## src/rtl/fetch_ctrl_if.sv

```systemverilog
//------------------------------------------------------------------------------
// fetch_ctrl_if : fetch-sequencer control and instruction-memory signal bundle
// Rev 1.0 ; misalign_o present only with FETCH_MISALIGN_CHK_EN
//------------------------------------------------------------------------------
`default_nettype none

`ifndef InstAddrBus
`define InstAddrBus 31:0
`endif

interface fetch_ctrl_if;
  logic               stall_i;
  logic               branch_i;
  logic [`InstAddrBus] jump_addr_i;
  logic               imem_ack_i;
  logic               imem_req_o;
  logic [`InstAddrBus] imem_addr_o;
  logic               if_valid_o;
  logic [`InstAddrBus] if_pc_o;
  logic [`InstAddrBus] pc_plus_4_o;
`ifdef FETCH_MISALIGN_CHK_EN
  logic               misalign_o;
`endif

  modport master (
    input  stall_i, branch_i, jump_addr_i, imem_ack_i,
`ifdef FETCH_MISALIGN_CHK_EN
    output misalign_o,
`endif
    output imem_req_o, imem_addr_o, if_valid_o, if_pc_o, pc_plus_4_o
  );

  modport slave (
    output stall_i, branch_i, jump_addr_i, imem_ack_i,
`ifdef FETCH_MISALIGN_CHK_EN
    input  misalign_o,
`endif
    input  imem_req_o, imem_addr_o, if_valid_o, if_pc_o, pc_plus_4_o
  );
endinterface

`default_nettype wire

```

## src/rtl/fetch_ctrl.sv

```systemverilog
//------------------------------------------------------------------------------
// fetch_ctrl : instruction-fetch sequencer (PC, imem handshake, redirects)
// Rev 1.0 ; optional misaligned-target trap via FETCH_MISALIGN_CHK_EN
//------------------------------------------------------------------------------
`default_nettype none

`ifndef InstAddrBus
`define InstAddrBus 31:0
`endif

module fetch_ctrl #(
  parameter logic [31:0] RESET_PC   = 32'h0000_0000
`ifdef FETCH_MISALIGN_CHK_EN
  , parameter logic [31:0] EXC_VECTOR = 32'h0000_0180
`endif
) (
  input  wire logic        clk,
  input  wire logic        rst_n,
  fetch_ctrl_if.master     bus
);

  typedef enum logic [1:0] {
    S_BOOT  = 2'd0,
    S_FETCH = 2'd1,
    S_WAIT  = 2'd2,
    S_DROP  = 2'd3
  } state_t;

  state_t      state_q;
  logic [31:0] pc_q;
  logic [31:0] tgt_q;
  logic [31:0] if_pc_q;
  logic        valid_q;
  logic        w_req;
  logic [31:0] w_target;

`ifdef FETCH_MISALIGN_CHK_EN
  logic        misalign_q;
  logic        w_mis;

  assign w_mis    = bus.branch_i & (|bus.jump_addr_i[1:0]);
  assign w_target = w_mis ? EXC_VECTOR : (bus.jump_addr_i & ~32'h3);
  assign bus.misalign_o = misalign_q;
`else
  assign w_target = bus.jump_addr_i & ~32'h3;
`endif

  // WAIT/DROP keep the outstanding request asserted until it is acknowledged.
  always_comb begin
    w_req = 1'b0;
    unique case (state_q)
      S_FETCH:        w_req = !bus.branch_i & (!valid_q | !bus.stall_i);
      S_WAIT, S_DROP: w_req = 1'b1;
      default:        w_req = 1'b0;
    endcase
  end

  always_ff @(posedge clk or negedge rst_n) begin
    if (!rst_n) begin
      state_q    <= S_BOOT;
      pc_q       <= RESET_PC;
      tgt_q      <= 32'h0;
      if_pc_q    <= 32'h0;
      valid_q    <= 1'b0;
`ifdef FETCH_MISALIGN_CHK_EN
      misalign_q <= 1'b0;
`endif
    end else begin
`ifdef FETCH_MISALIGN_CHK_EN
      misalign_q <= w_mis;
`endif
      if (!bus.stall_i) valid_q <= 1'b0;
      unique case (state_q)
        S_BOOT: state_q <= S_FETCH;
        S_FETCH: begin
          if (bus.branch_i) begin
            pc_q <= w_target;
          end else if (w_req) begin
            if (bus.imem_ack_i) begin
              if_pc_q <= pc_q;
              valid_q <= 1'b1;
              pc_q    <= pc_q + 32'd4;
            end else begin
              state_q <= S_WAIT;
            end
          end
        end
        S_WAIT: begin
          if (bus.imem_ack_i) begin
            if (bus.branch_i) begin
              pc_q <= w_target;
            end else begin
              if_pc_q <= pc_q;
              valid_q <= 1'b1;
              pc_q    <= pc_q + 32'd4;
            end
            state_q <= S_FETCH;
          end else if (bus.branch_i) begin
            tgt_q   <= w_target;
            state_q <= S_DROP;
          end
        end
        S_DROP: begin
          // Old request's data is wrong-path; the latest redirect wins.
          if (bus.imem_ack_i) begin
            pc_q    <= bus.branch_i ? w_target : tgt_q;
            state_q <= S_FETCH;
          end else if (bus.branch_i) begin
            tgt_q <= w_target;
          end
        end
        default: state_q <= S_BOOT;
      endcase
      if (bus.branch_i) valid_q <= 1'b0;
    end
  end

  assign bus.imem_req_o  = w_req;
  assign bus.imem_addr_o = pc_q;
  assign bus.if_valid_o  = valid_q;
  assign bus.if_pc_o     = if_pc_q;
  assign bus.pc_plus_4_o = if_pc_q + 32'd4;

endmodule

`default_nettype wire

```

## src/flat_wrapper.sv

```systemverilog
// flat-port wrapper written by rule: the top's interface ports become plain ports
module fetch_ctrl_flat 
#(
  parameter logic [31:0] RESET_PC   = 32'h0000_0000

)
  (clk, rst_n, bus_stall_i, bus_branch_i, bus_jump_addr_i, bus_imem_ack_i, bus_imem_req_o, bus_imem_addr_o, bus_if_valid_o, bus_if_pc_o, bus_pc_plus_4_o);
  fetch_ctrl_if bus_i ();
  input  wire logic clk;
  input  wire logic rst_n;
  input wire logic [$bits(bus_i.stall_i)-1:0] bus_stall_i;
  input wire logic [$bits(bus_i.branch_i)-1:0] bus_branch_i;
  input wire logic [$bits(bus_i.jump_addr_i)-1:0] bus_jump_addr_i;
  input wire logic [$bits(bus_i.imem_ack_i)-1:0] bus_imem_ack_i;
  output wire logic [$bits(bus_i.imem_req_o)-1:0] bus_imem_req_o;
  output wire logic [$bits(bus_i.imem_addr_o)-1:0] bus_imem_addr_o;
  output wire logic [$bits(bus_i.if_valid_o)-1:0] bus_if_valid_o;
  output wire logic [$bits(bus_i.if_pc_o)-1:0] bus_if_pc_o;
  output wire logic [$bits(bus_i.pc_plus_4_o)-1:0] bus_pc_plus_4_o;
  assign bus_i.stall_i = bus_stall_i;
  assign bus_i.branch_i = bus_branch_i;
  assign bus_i.jump_addr_i = bus_jump_addr_i;
  assign bus_i.imem_ack_i = bus_imem_ack_i;
  assign bus_imem_req_o = bus_i.imem_req_o;
  assign bus_imem_addr_o = bus_i.imem_addr_o;
  assign bus_if_valid_o = bus_i.if_valid_o;
  assign bus_if_pc_o = bus_i.if_pc_o;
  assign bus_pc_plus_4_o = bus_i.pc_plus_4_o;
  fetch_ctrl #(.RESET_PC(RESET_PC)) u_core (.clk(clk), .rst_n(rst_n), .bus(bus_i));
endmodule
```

## config.mk

```make
export PLATFORM = sky130hd
export DESIGN_NAME = fetch_ctrl_flat
export DESIGN_NICKNAME = d
export VERILOG_FILES = /design/src/rtl/fetch_ctrl_if.sv /design/src/rtl/fetch_ctrl.sv /design/src/flat_wrapper.sv
export SDC_FILE = /design/constraint.sdc
export NUM_CORES = 1
export LEC_CHECK = 0
export CAP_MARGIN = 25
export CORE_MARGIN = 5
export CORE_UTILIZATION = 50
export DETAILED_ROUTE_END_ITERATION = 7
export HOLD_SLACK_MARGIN = 0.03
export PLACE_DENSITY = 0.81
export SLEW_MARGIN = 20
export SYNTH_ARGS = -nofsm -noshare
export SYNTH_HDL_FRONTEND = slang
export SYNTH_SLANG_ARGS = --single-unit
```

## constraint.sdc

```tcl
create_clock -name clk -period 3.4 [get_ports clk]
set_clock_uncertainty 0.2 [all_clocks]
set_input_delay 0.68 -clock clk [delete_from_list [all_inputs] [get_ports clk]]
set_output_delay 0.68 -clock clk [all_outputs]
set_load 0.02 [all_outputs]
```

==> results.json <==
{
  "critPathLaunch": "u_core.bus.if_pc_o[5]",
  "yosysWarnings": 0,
  "drive_gt1_share_pct": 17.3,
  "synthDistinctLibCells": 60,
  "max_cap_viol_count": 0,
  "cellLeakagePower_uw": 0.00296,
  "finalWirelength_um": 15500,
  "clk_latency_ps": 370,
  "rsz0062_at_grt": "no",
  "place.detailed.hpwl_um": 11100,
  "syn-instance-count": 531,
  "slew_viol_final": 0,
  "globalRouteTotalUtil_pct": 23.8,
  "core-area_mm2": 0.0107,
  "postSynthRegisterBits": 99,
  "pwr_density_cell_mw_per_mm2": 951,
  "final_hold_viol_count": 0,
  "die-area_mm2": 0.0130,
  "first_pass_iters": 5,
  "viasPerCell": 6.06,
  "h-tree-depth": 3,
  "finalNetCount": 703,
  "detail_route.iter0.violations": 477,
  "fmaxAchievable_mhz": 304,
  "die_w_um": 114,
  "worst-path-max-fanout": 5,
  "grt_start_max_net_pins": 51,
  "crit_required_ps": 2520,
  "netSwitchingFraction_pct": 43.9,
  "total_standard_cell_area_after_synthesis_mm2": 0.00540,
  "synth_enable_flop_cells": 0,
  "max_stage_delay_ps": 420,
  "shortest_period_the_worst_path_allows_ps": 3290,
  "cts_tree": "built",
  "post-route-drc-count": 0,
  "reg2reg_from": "u_core.state_q[0]",
  "layout_setup_ws_ps": 113,
  "synthesis.area_per_instance_um2": 10.2,
  "syn-num-nets": 575,
  "share_clk_of_total_power_pct": 10.8,
  "antenna_found_initial": 0,
  "place_ws_ps": 17.2,
  "grt_first_pass_wirelength_um": 24900,
  "placement.cell_area_mm2": 0.00690,
  "status": "completed",
  "area_growth_syn_to_layout_pct": 31.6,
  "std_cell_rows": 38,
  "power_frac_comb_pct": 53.3,
  "worst_slew_margin_rel_pct": 31.9,
  "seq_power_share_pct": 35.9,
  "ioPinCount": 135,
  "antenna-diode-count": 0,
  "critPathLaunchType": "register",
  "hp-class": "primary input to asynchronous set/reset pin",
  "fin_area_mm2": 0.00711,
  "finalPower_uw": 6770,
  "place_congestion": 0.832,
  "vias": 4876,
  "critical_path.slowest_cell": "sky130_fd_sc_hd__dfrtp_2",
  "synthFlopType": "sky130_fd_sc_hd__dfrtp_1",
  "clk_path_buf_depth": 2,
  "timing.critical_path.cells": "nand3_1 -> nor4b_1 -> buf_4 -> and2_2 -> nand4_1 -> xnor2_1 -> dlygate4sd2_1",
  "finalSetupViolations": 0,
  "setup_tns_ps": 0,
  "worstPathArrival_ps": 2410,
  "buffer_ports.inserted": 132,
  "clk_pin_slew_ps": 90,
  "initial_core_util_pct": 50.5,
  "path_class": "register to primary output",
  "period_share_pct": 96.7,
  "async_flop_share_pct": 100,
  "synth-seq-area-share_pct": 45.9,
  "tightestPinTransition_ps": 1020,
  "cts_num_sinks": 99,
  "ir_worst_vdd_mv": 0.405,
  "gr-total-overflow": 0,
  "routed_wire_length_per_instance_um": 19.2,
  "first_global_vias": 4858,
  "cts-root-buf": "sky130_fd_sc_hd__clkbuf_8",
  "setup.worst_path.end_class": "primary output",
  "power_switching_uw": 2970,
  "numCtsBuffers": 9,
  "internal_uw": 3790,
  "die-height_um": 114,
  "route.antenna.remaining_nets": 0
}
per-stage QoR:
stage | hold WS, ps | instances | util (%)
floorplan | 184 | 531 | -
global placement | 278 | 787 | 64.5
detailed placement | 279 | 787 | 64.5
CTS | 149 | 803 | 66.3
global route | 183 | 804 | 66.5
finish | 145 | 804 | 66.5
cell families (layout without fill, tap and decap cells):
| group | count (synthesis) | after routing | share of synthesized area (%) |
|---|---|---|---|
| AOI/OAI and AO/OA | 128 | 128 | 15.1 |
| xor gates and xnor gates | 28 | 28 | 4.54 |
| adders and majority gates | 7 | 7 | 1.62 |
| buffers and inverters | 47 | 180 | 3.77 |
| DFF | 99 | 99 | 45.9 |
| muxes | 68 | 68 | 14.0 |
| and+or+nand+nor | 154 | 154 | 15.1 |
critical path, delay by kind of cell, from the launching register on:
kind / cells / cell delay, ps
AND/OR/NAND/NOR: 4 / 910
buffers and inverters: 2 / 540
flip-flops: 1 / 420
XOR/XNOR: 1 / 160
power by group through the flow:
stage               clock network [µW]  registers, µW  logic, µW
finish                             728           2430       3610
global route                       787           2520       3860
CTS                                736           2400       3620
detailed placement                   0           2430       3670
global placement                     0           2380       3560
floorplan                            0           2640       1740
synth_stat cells, types with 3 or more instances:
cell type / count / area share (%)
sky130_fd_sc_hd__mux2i_1: 8 / 1.5
sky130_fd_sc_hd__a31oi_1: 4 / 0.46
sky130_fd_sc_hd__dfrtp_1: 99 / 46
sky130_fd_sc_hd__clkbuf_1: 20 / 1.4
sky130_fd_sc_hd__nand4_1: 16 / 1.9
sky130_fd_sc_hd__and4_1: 5 / 0.81
sky130_fd_sc_hd__ha_1: 7 / 1.6
sky130_fd_sc_hd__buf_2: 10 / 0.93
sky130_fd_sc_hd__a311o_1: 3 / 0.56
sky130_fd_sc_hd__a21oi_1: 40 / 3.7
sky130_fd_sc_hd__o221ai_1: 3 / 0.49
sky130_fd_sc_hd__mux2_2: 60 / 13
sky130_fd_sc_hd__nand2_1: 35 / 2.4
sky130_fd_sc_hd__nor2_1: 25 / 1.7
sky130_fd_sc_hd__nor2b_1: 5 / 0.58
sky130_fd_sc_hd__or2_2: 4 / 0.46
sky130_fd_sc_hd__inv_1: 13 / 0.90
sky130_fd_sc_hd__or3_1: 6 / 0.69
sky130_fd_sc_hd__a222oi_1: 3 / 0.56
sky130_fd_sc_hd__o211ai_1: 5 / 0.69
sky130_fd_sc_hd__o21ai_0: 34 / 3.1
sky130_fd_sc_hd__nor4_1: 5 / 0.58
sky130_fd_sc_hd__a221oi_1: 3 / 0.49
sky130_fd_sc_hd__xnor2_1: 18 / 2.9
sky130_fd_sc_hd__xor2_1: 10 / 1.6
sky130_fd_sc_hd__o22ai_1: 3 / 0.35
sky130_fd_sc_hd__nand3_1: 22 / 2.0
sky130_fd_sc_hd__nor3_1: 8 / 0.74
sky130_fd_sc_hd__and3_1: 11 / 1.3
sky130_fd_sc_hd__a22oi_1: 9 / 1.3
metal layers:
layer | track usage (%) | vias to the layer above | share of wire [%]
met5 | 0 | - | 0
met4 | 9.26 | 0 | 2.6
met3 | 3.87 | 34 | 6.9
met2 | 40.4 | 224 | 50
met1 | 30.6 | 2402 | 41
li1 | - | 2216 | -
placed cells by master, fill, tap and decap left out, types with 5 or more instances in the layout:
cell and instances:
sky130_fd_sc_hd__mux2_2 60, sky130_fd_sc_hd__nor3_1 6, sky130_fd_sc_hd__inv_1 13, sky130_fd_sc_hd__dfrtp_1 96
sky130_fd_sc_hd__mux2i_1 8, sky130_fd_sc_hd__buf_4 19, sky130_fd_sc_hd__xnor2_1 18, sky130_fd_sc_hd__ha_1 7
sky130_fd_sc_hd__nand2_1 35, sky130_fd_sc_hd__nand4_1 16, sky130_fd_sc_hd__nand3_1 22, sky130_fd_sc_hd__dlygate4sd2_1 13
sky130_fd_sc_hd__o211ai_1 5, sky130_fd_sc_hd__and3_1 11, sky130_fd_sc_hd__o21ai_0 34, sky130_fd_sc_hd__nor2_1 25
sky130_fd_sc_hd__or3_1 6, sky130_fd_sc_hd__clkdlybuf4s50_1 113, sky130_fd_sc_hd__a21oi_1 40, sky130_fd_sc_hd__nor4_1 5
sky130_fd_sc_hd__clkbuf_8 12, sky130_fd_sc_hd__xor2_1 10, sky130_fd_sc_hd__a22oi_1 9
final timing paths:
path                                         endpoint  slack (ps)  cells past startpoint
min in group clk                      u_core.tgt_q[1]         300                      1
setup reg to reg           u_core.bus.imem_addr_o[27]         690                      7
hold reg to reg                       u_core.tgt_q[1]         300                      1
setup / recovery                  bus_pc_plus_4_o[29]         110                      7
max in group asynchronous      u_core.bus.if_pc_o[10]        2030                      2
hold / removal                  u_core.bus.if_pc_o[1]         150                      1
sequential cells by signal, indices dropped and copies added, names as in the netlist:
register / cells
u_core.bus.if_pc_o: 32
u_core.tgt_q: 32
u_core.bus.if_valid_o: 1
u_core.state_q: 2
u_core.bus.imem_addr_o: 32
timing repair:
| item | CTS | global route |
|---|---|---|
| resized for setup | 20 | 9 |
| pin swaps | 1 | 0 |
| hold buffers | 0 | 0 |
| setup buffers | 0 | 0 |
| setup endpoints to repair | 16 | 8 |
cell type report:
cell class | count | area [µm²]
clock inverters | 3 | 21.3
clock buffers | 13 | 169
fillers | 841 | 3590
multi-input cells | 385 | 2750
inverters | 13 | 48.8
repair buffers | 151 | 1470
well taps | 140 | 175
flip-flops and latches | 99 | 2480
No activity file was read; power rests on OpenSTA's default activity.
